$ cat config.mk
export PLATFORM = sky130hd
export DESIGN_NAME = mc_control
export DESIGN_NICKNAME = d
export VERILOG_FILES = /design/src/rtl/mc_control.sv
export SDC_FILE = /design/constraint.sdc
export NUM_CORES = 1
export LEC_CHECK = 0
export CAP_MARGIN = 30
export CORE_ASPECT_RATIO = 1.5
export CORE_MARGIN = 5
export CORE_UTILIZATION = 38
export DETAILED_ROUTE_END_ITERATION = 10
export PLACE_DENSITY = 0.79
export SLEW_MARGIN = 20
export SYNTH_ARGS = -nofsm -noshare
export SYNTH_HDL_FRONTEND = slang
export SYNTH_SLANG_ARGS = --single-unit
$ cat constraint.sdc
create_clock -name clk -period 2.8 [get_ports clk]
set_clock_uncertainty 0.2 [all_clocks]
set_input_delay 0.56 -clock clk [delete_from_list [all_inputs] [get_ports clk]]
set_output_delay 0.56 -clock clk [all_outputs]
set_load 0.05 [all_outputs]
$ cat src/rtl/mc_control.sv
// Multi-cycle control FSM for the rv32i core: sequences fetch/decode/execute/memory/writeback
// and drives ALU op, operand selects, memory strobes and register/pc write enables.
module mc_control (
  input  logic       clk,
  input  logic       reset,
  input  logic [6:0] opcode,
  input  logic [2:0] funct3,
  input  logic [6:0] funct7,
  input  logic       zero,
  input  logic       mem_ready,
  output logic [3:0] alu_ctrl,
  output logic [1:0] alu_src_a,
  output logic [1:0] alu_src_b,
  output logic       iord,
  output logic       mem_read,
  output logic       mem_write,
  output logic       ir_write,
  output logic       pc_write,
  output logic       pc_src,
  output logic       reg_write,
  output logic       mem_to_reg,
  output logic       illegal,
  output logic [3:0] state
);

  typedef enum logic [3:0] {
    StIdle    = 4'd0,
    StFetch   = 4'd1,
    StDecode  = 4'd2,
    StExecR   = 4'd3,
    StExecI   = 4'd4,
    StAluWb   = 4'd5,
    StMemAddr = 4'd6,
    StMemRd   = 4'd7,
    StMemWb   = 4'd8,
    StMemWr   = 4'd9,
    StBranch  = 4'd10,
    StIllegal = 4'd11
  } state_e;

  localparam logic [6:0] OpR      = 7'b0110011;
  localparam logic [6:0] OpI      = 7'b0010011;
  localparam logic [6:0] OpLoad   = 7'b0000011;
  localparam logic [6:0] OpStore  = 7'b0100011;
  localparam logic [6:0] OpBranch = 7'b1100011;

  state_e state_q, state_d;

  always_ff @(posedge clk or posedge reset) begin
    if (reset) state_q <= StIdle;
    else       state_q <= state_d;
  end

  logic r_legal, i_legal;

  always_comb begin
    unique case ({funct7, funct3})
      {7'b0000000, 3'b000}, {7'b0100000, 3'b000}, {7'b0000000, 3'b111},
      {7'b0000000, 3'b110}, {7'b0000000, 3'b001}, {7'b0000001, 3'b000}: r_legal = 1'b1;
      default: r_legal = 1'b0;
    endcase
    // funct7 is immediate data for everything except the shift
    unique case (funct3)
      3'b000, 3'b111, 3'b110: i_legal = 1'b1;
      3'b001:                 i_legal = (funct7 == 7'b0000000);
      default:                i_legal = 1'b0;
    endcase
  end

  always_comb begin
    state_d    = state_q;
    alu_ctrl   = 4'b0010;
    alu_src_a  = 2'b00;
    alu_src_b  = 2'b00;
    iord       = 1'b0;
    mem_read   = 1'b0;
    mem_write  = 1'b0;
    ir_write   = 1'b0;
    pc_write   = 1'b0;
    pc_src     = 1'b0;
    reg_write  = 1'b0;
    mem_to_reg = 1'b0;
    illegal    = 1'b0;
    case (state_q)
      StIdle: begin
        alu_ctrl = 4'b0000;
        state_d  = StFetch;
      end
      StFetch: begin
        mem_read  = 1'b1;
        alu_src_b = 2'b01;
        if (mem_ready) begin
          ir_write = 1'b1;
          pc_write = 1'b1;
          state_d  = StDecode;
        end
      end
      StDecode: begin
        alu_src_a = 2'b10;
        alu_src_b = 2'b10;
        if (opcode == OpR && r_legal)                              state_d = StExecR;
        else if (opcode == OpI && i_legal)                         state_d = StExecI;
        else if ((opcode == OpLoad || opcode == OpStore) && funct3 == 3'b010)
                                                                   state_d = StMemAddr;
        else if (opcode == OpBranch && (funct3 == 3'b000 || funct3 == 3'b001))
                                                                   state_d = StBranch;
        else                                                       state_d = StIllegal;
      end
      StExecR: begin
        alu_src_a = 2'b01;
        if (funct7 == 7'b0000001)      alu_ctrl = 4'b0100;
        else if (funct7 == 7'b0100000) alu_ctrl = 4'b0110;
        else begin
          case (funct3)
            3'b111:  alu_ctrl = 4'b0000;
            3'b110:  alu_ctrl = 4'b0001;
            3'b001:  alu_ctrl = 4'b1110;
            default: alu_ctrl = 4'b0010;
          endcase
        end
        state_d = StAluWb;
      end
      StExecI: begin
        alu_src_a = 2'b01;
        alu_src_b = 2'b10;
        case (funct3)
          3'b111:  alu_ctrl = 4'b0000;
          3'b110:  alu_ctrl = 4'b0001;
          3'b001:  alu_ctrl = 4'b1110;
          default: alu_ctrl = 4'b0010;
        endcase
        state_d = StAluWb;
      end
      StAluWb: begin
        reg_write = 1'b1;
        state_d   = StFetch;
      end
      StMemAddr: begin
        alu_src_a = 2'b01;
        alu_src_b = 2'b10;
        state_d   = (opcode == OpLoad) ? StMemRd : StMemWr;
      end
      StMemRd: begin
        mem_read = 1'b1;
        iord     = 1'b1;
        if (mem_ready) state_d = StMemWb;
      end
      StMemWb: begin
        reg_write  = 1'b1;
        mem_to_reg = 1'b1;
        state_d    = StFetch;
      end
      StMemWr: begin
        mem_write = 1'b1;
        iord      = 1'b1;
        if (mem_ready) state_d = StFetch;
      end
      StBranch: begin
        alu_src_a = 2'b01;
        alu_ctrl  = 4'b0110;
        pc_src    = 1'b1;
        pc_write  = (funct3 == 3'b000 && zero) || (funct3 == 3'b001 && !zero);
        state_d   = StFetch;
      end
      StIllegal: begin
        illegal = 1'b1;
        state_d = StFetch;
      end
      default: state_d = StIdle;
    endcase
  end

  assign state = state_q;

endmodule

== Yosys cells after proc, flatten, opt, wreduce, memory -nomap -nowiden ==
Index checks and enable logic that the tools add are counted.
Word-level totals
  input bits: 21
  logic and storage cells: 82
  output and inout bits: 21
  register bits after elaboration: 4
Operators by class
  multiplexer cells: 27
  reductions and logical operators: 24
  eq/ne operators: 30
Operators with widths (count)
  $mux 4: 9
  $pmux 4 s7: 1
  $eq 7x6->1 const B: 3
  $eq 10x3->1 const B: 2
  $eq 4x3->1 const B: 4
  $eq 4x4->1 const B: 4
  $pmux 4 s4: 1
  $pmux 4 s3: 1
  $mux 1: 11
  $eq 10x1->1 const B: 1
  $eq 10x4->1 const B: 1
  $eq 10x9->1 const B: 1
  $logic_not 10->1: 1
  $eq 4x2->1 const B: 2
  $pmux 2 s2: 2
  $reduce_or 2->1: 4
  $eq 7x1->1 const B: 1
  $eq 7x2->1 const B: 1
  $eq 7x5->1 const B: 1
  $eq 7x7->1 const B: 1
  $logic_not 7->1: 1
  $eq 3x3->1 const B: 2
  $logic_and 1x1->1: 6
  $ne 2x2->1 const B: 3
  13 further kinds: 17

== Longest topological paths before layout ==
  depth in word-level cells: 8
  gate-level depth with buffers: 5
  depth with buffers taken out: 4

== Least setup slack after synthesis ==
Ideal clock, no wire load.
  path kind: flip-flop to output port
  start point: register state_q[2] (netlist: state[2])
  end point: output alu_ctrl[0]
  buffers on the path: 2
  path slack: -1.754 ns
  arrival: 3.794 ns
  stages on the path, launching flop included: 5
  path through: dfrtp_1 -> clkbuf_1 -> clkbuf_1 -> nand2_1 -> a2111oi_0
Between the ends
  longest elaborated chain between the ends: 2
  elaborated cells between the ends (all ways): 5
  those cells by class: eq/ne: 3; mux: 1; reduce/logical: 1
RTL lines
  start: declaration: line 47  | state_e state_q, state_d;
  start signal: assignment: line 50  | if (reset) state_q <= StIdle;
  start signal: assignment: line 51  | else state_q <= state_d;
  $eq 4x4->1 (tied with other cells): line 84  | case (state_q)
  $pmux 4 s4 (*): line 84
  end: declaration: line 11  | output logic [3:0] alu_ctrl,
Every way passes the cells marked *; elsewhere a longest branch is shown, timed or not.

== Final worst setup path ==
  start point: input funct7[4]
  end point: output alu_ctrl[1]
Between the ends
  longest elaborated chain between the ends: 4
  elaborated cells between the ends (all ways): 5
  those cells by class: eq/ne: 2; mux: 3
RTL lines
  start: declaration: line 8  | input logic [6:0] funct7,
  $eq 7x6->1: line 112  | else if (funct7 == 7'b0100000) alu_ctrl = 4'b0110;
  $mux 4: line 112
  $mux 4 (*): line 111  | if (funct7 == 7'b0000001) alu_ctrl = 4'b0100;
  $pmux 4 s4 (*): line 84
Marks and branches as above.

==> impl_metrics.env <==
export IMPL_die_w_um=46.4
export IMPL_hpwlAfterDp_um=2350
export IMPL_drv_cap=0
export IMPL_cts_tree="done"
export IMPL_fin_setup_tns_ns=0
export IMPL_die_h_um=64.6
export IMPL_required_ns=2.04
export IMPL_worst_slew_pin_slew_ns=0.503
export IMPL_holdWs_ns=0.308
export IMPL_clockRootBuffer="clkbuf_4"
export IMPL_yosys_area_top_type_share_pct=13.2
export IMPL_crit_path_max_fanout=5
export IMPL_nNetsFinal=185
export IMPL_final_layout_size_suffix_gt1_share_pct=33.3
export IMPL_cp_arrival_ns=2.01
export IMPL_grt_pass1_wl_um=4690
export IMPL_hold_path_class="input port to asynchronous set/reset pin"
export IMPL_rsz0062_at_grt="yes"
export IMPL_post_route_period_util_pct=98.9
export IMPL_synth_distinct_cells=45
export IMPL_area_growth_pct=100
export IMPL_setup_slack_ns=0.0302
export IMPL_clkLatencyLatePin_ns=0.24
export IMPL_grt_pass1_vias=1159
export IMPL_hold_buffers=0
export IMPL_maxSlewHeadroom_pct=66.4
export IMPL_leakage_nw=0.623
export IMPL_final_cells=183
export IMPL_start_util_pct=40.2
export IMPL_async_flop_share_pct=100
export IMPL_syn_avg_cell_area_um2=6.87
export IMPL_cp_top_family="compound AO/OA/AOI/OAI gates"
export IMPL_dieArea_um2=3000
export IMPL_diodes=0
export IMPL_slew_viol_final=0
export IMPL_yosys_warnings=0
export IMPL_crit_type="input port to output port"
export IMPL_cp_cell_sequence="buf_6 -> or4_4 -> o31ai_4 -> o21ai_1 -> a211o_1 -> buf_12"
export IMPL_post_place_ws_ns=-0.396
export IMPL_drt_antenna_violating_nets=0
export IMPL_synth_net_count=131
export IMPL_end_kind="output port"
export IMPL_largest_reg_flops=4
export IMPL_grt_overflow_total=0
export IMPL_synth_area_um2=756
export IMPL_port_buffers=41
export IMPL_numCtsBuffers=3
export IMPL_wl_um=2800
export IMPL_grtUsageTotal_pct=19.8
export IMPL_dpl_cell_count=180
export IMPL_power_total_mw=1.45
export IMPL_cpPeakStageDelay_ns=0.57
export IMPL_core_area_um2=1880
export IMPL_final_util_pct=80.5
export IMPL_setup_viol=0
export IMPL_htree_num_levels=1
export IMPL_mostFrequentLayoutCells="buf_4 (21), clkdlybuf4s50_1 (16), nor2_1 (12), buf_12 (12)"
export IMPL_vias=1099
export IMPL_design_area_um2=1510
export IMPL_final_common_cell="buf_4"
export IMPL_synth_flop_cell="dfrtp_1"
export IMPL_path_buf_inv=2
export IMPL_first_iter_violations=40
export IMPL_syn_instance_count=110
export IMPL_clockBufferDepth=2
export IMPL_fin_crit_ns=2.77
export IMPL_max_freq_mhz=361
export IMPL_cp_start_kind="input port"
export IMPL_status="completed"
export IMPL_grt_max_degree=15
export IMPL_core_rowCount=19
export IMPL_p_per_area_nw_per_um2=957
export IMPL_seq_area_frac_synth_pct=13.2
export IMPL_via_per_inst=6.01
export IMPL_yosysTopAreaCell="dfrtp_1"
export IMPL_finalHoldViolCount=0
export IMPL_ys_ff_latch=4
export IMPL_drc=0
export IMPL_drt_pass1_iterations=4
export IMPL_ios=42
export IMPL_cts_sinks=4
export IMPL_vdd_drop_max_v=0.000799
export IMPL_clkTransAtPathRegs_ns=0.04
export IMPL_wl_per_cell_um=15.3
export IMPL_placed_area_um2=1460
export IMPL_synth_edff_count=0
export IMPL_gp_congestion=0.888
export IMPL_cts_setup_buffers=0
export IMPL_synthTopCellsByArea="dfrtp_1 (13%), nor3_1 (6.0%), nor2_1 (6.0%), a21oi_1 (4.6%), nand4bb_4 (3.6%)"
export IMPL_antenna_found_initial=0
export IMPL_slowest_stage="or4_4"
[final timing paths]
check | startpoint | cells after the start | slack, ns | end
setup reg to reg | state[3] | 5 | 0.92 | state[3]
hold reg to reg | state[3] | 1 | 0.55 | state[2]
max in group asynchronous | reset | 2 | 1.95 | state[1]
setup / recovery | funct7[4] | 6 | 0.03 | alu_ctrl[1]
min in group clk | state[3] | 1 | 0.55 | state[2]
hold / removal | reset | 2 | 0.31 | state[0]
[Yosys cell counts (2+ instances only)]
master    instances
a211o_1           2
a211oi_1          2
a21oi_1           7
a31oi_1           2
buf_2             3
clkbuf_1          4
dfrtp_1           4
inv_1             7
nand2_1           5
nand2b_1          4
nand3_1           3
nor2_1           12
nor2b_1           3
nor3_1            9
o21ai_0           3
o21ai_1           4
o31ai_1           3
o32ai_1           2
or2_1             3
or4_1             2
xnor2_1           2
[power breakdown]
| group | switching [mW] | leakage [nW] | internal, mW |
|---|---|---|---|
| Clock | 0.0244 | 0.0138 | 0.0480 |
| Combinational | 0.740 | 0.559 | 0.503 |
| Sequential | 0.0508 | 0.0498 | 0.0809 |
| Total | 0.815 | 0.623 | 0.632 |
[per-layer routing]
| layer | track usage (%) | vias to the layer above | wire length (um) |
|---|---|---|---|
| met1 | 20.5 | 507 | 961 |
| li1 | - | 527 | - |
| met3 | 1.11 | 12 | 196 |
| met2 | 37.9 | 53 | 1540 |
| met4 | 8.19 | 0 | 104 |
| met5 | 0 | - | 0 |
[what timing repair did]
| action | 4_1_cts | 5_1_grt |
|---|---|---|
| setup endpoints to repair | 4 | 3 |
| pin swaps | 3 | 3 |
| resized for setup | 14 | 6 |
[final cells by class]
cell class | count | area [um^2]
sequential | 4 | 100
timing repair buffer | 57 | 638
fill | 120 | 367
tap | 21 | 26.3
inverter | 7 | 26.3
clock buffer | 3 | 22.5
multi-input combinational | 91 | 698
[cell families after synthesis]
group | synth area share [%]
simple gates | 40.6
compound gates | 33.4
buf+inv | 7.95
flops | 13.2
xor+xnor | 3.48
fa+ha+maj | 1.32
Power figures use the tool's default switching activity.
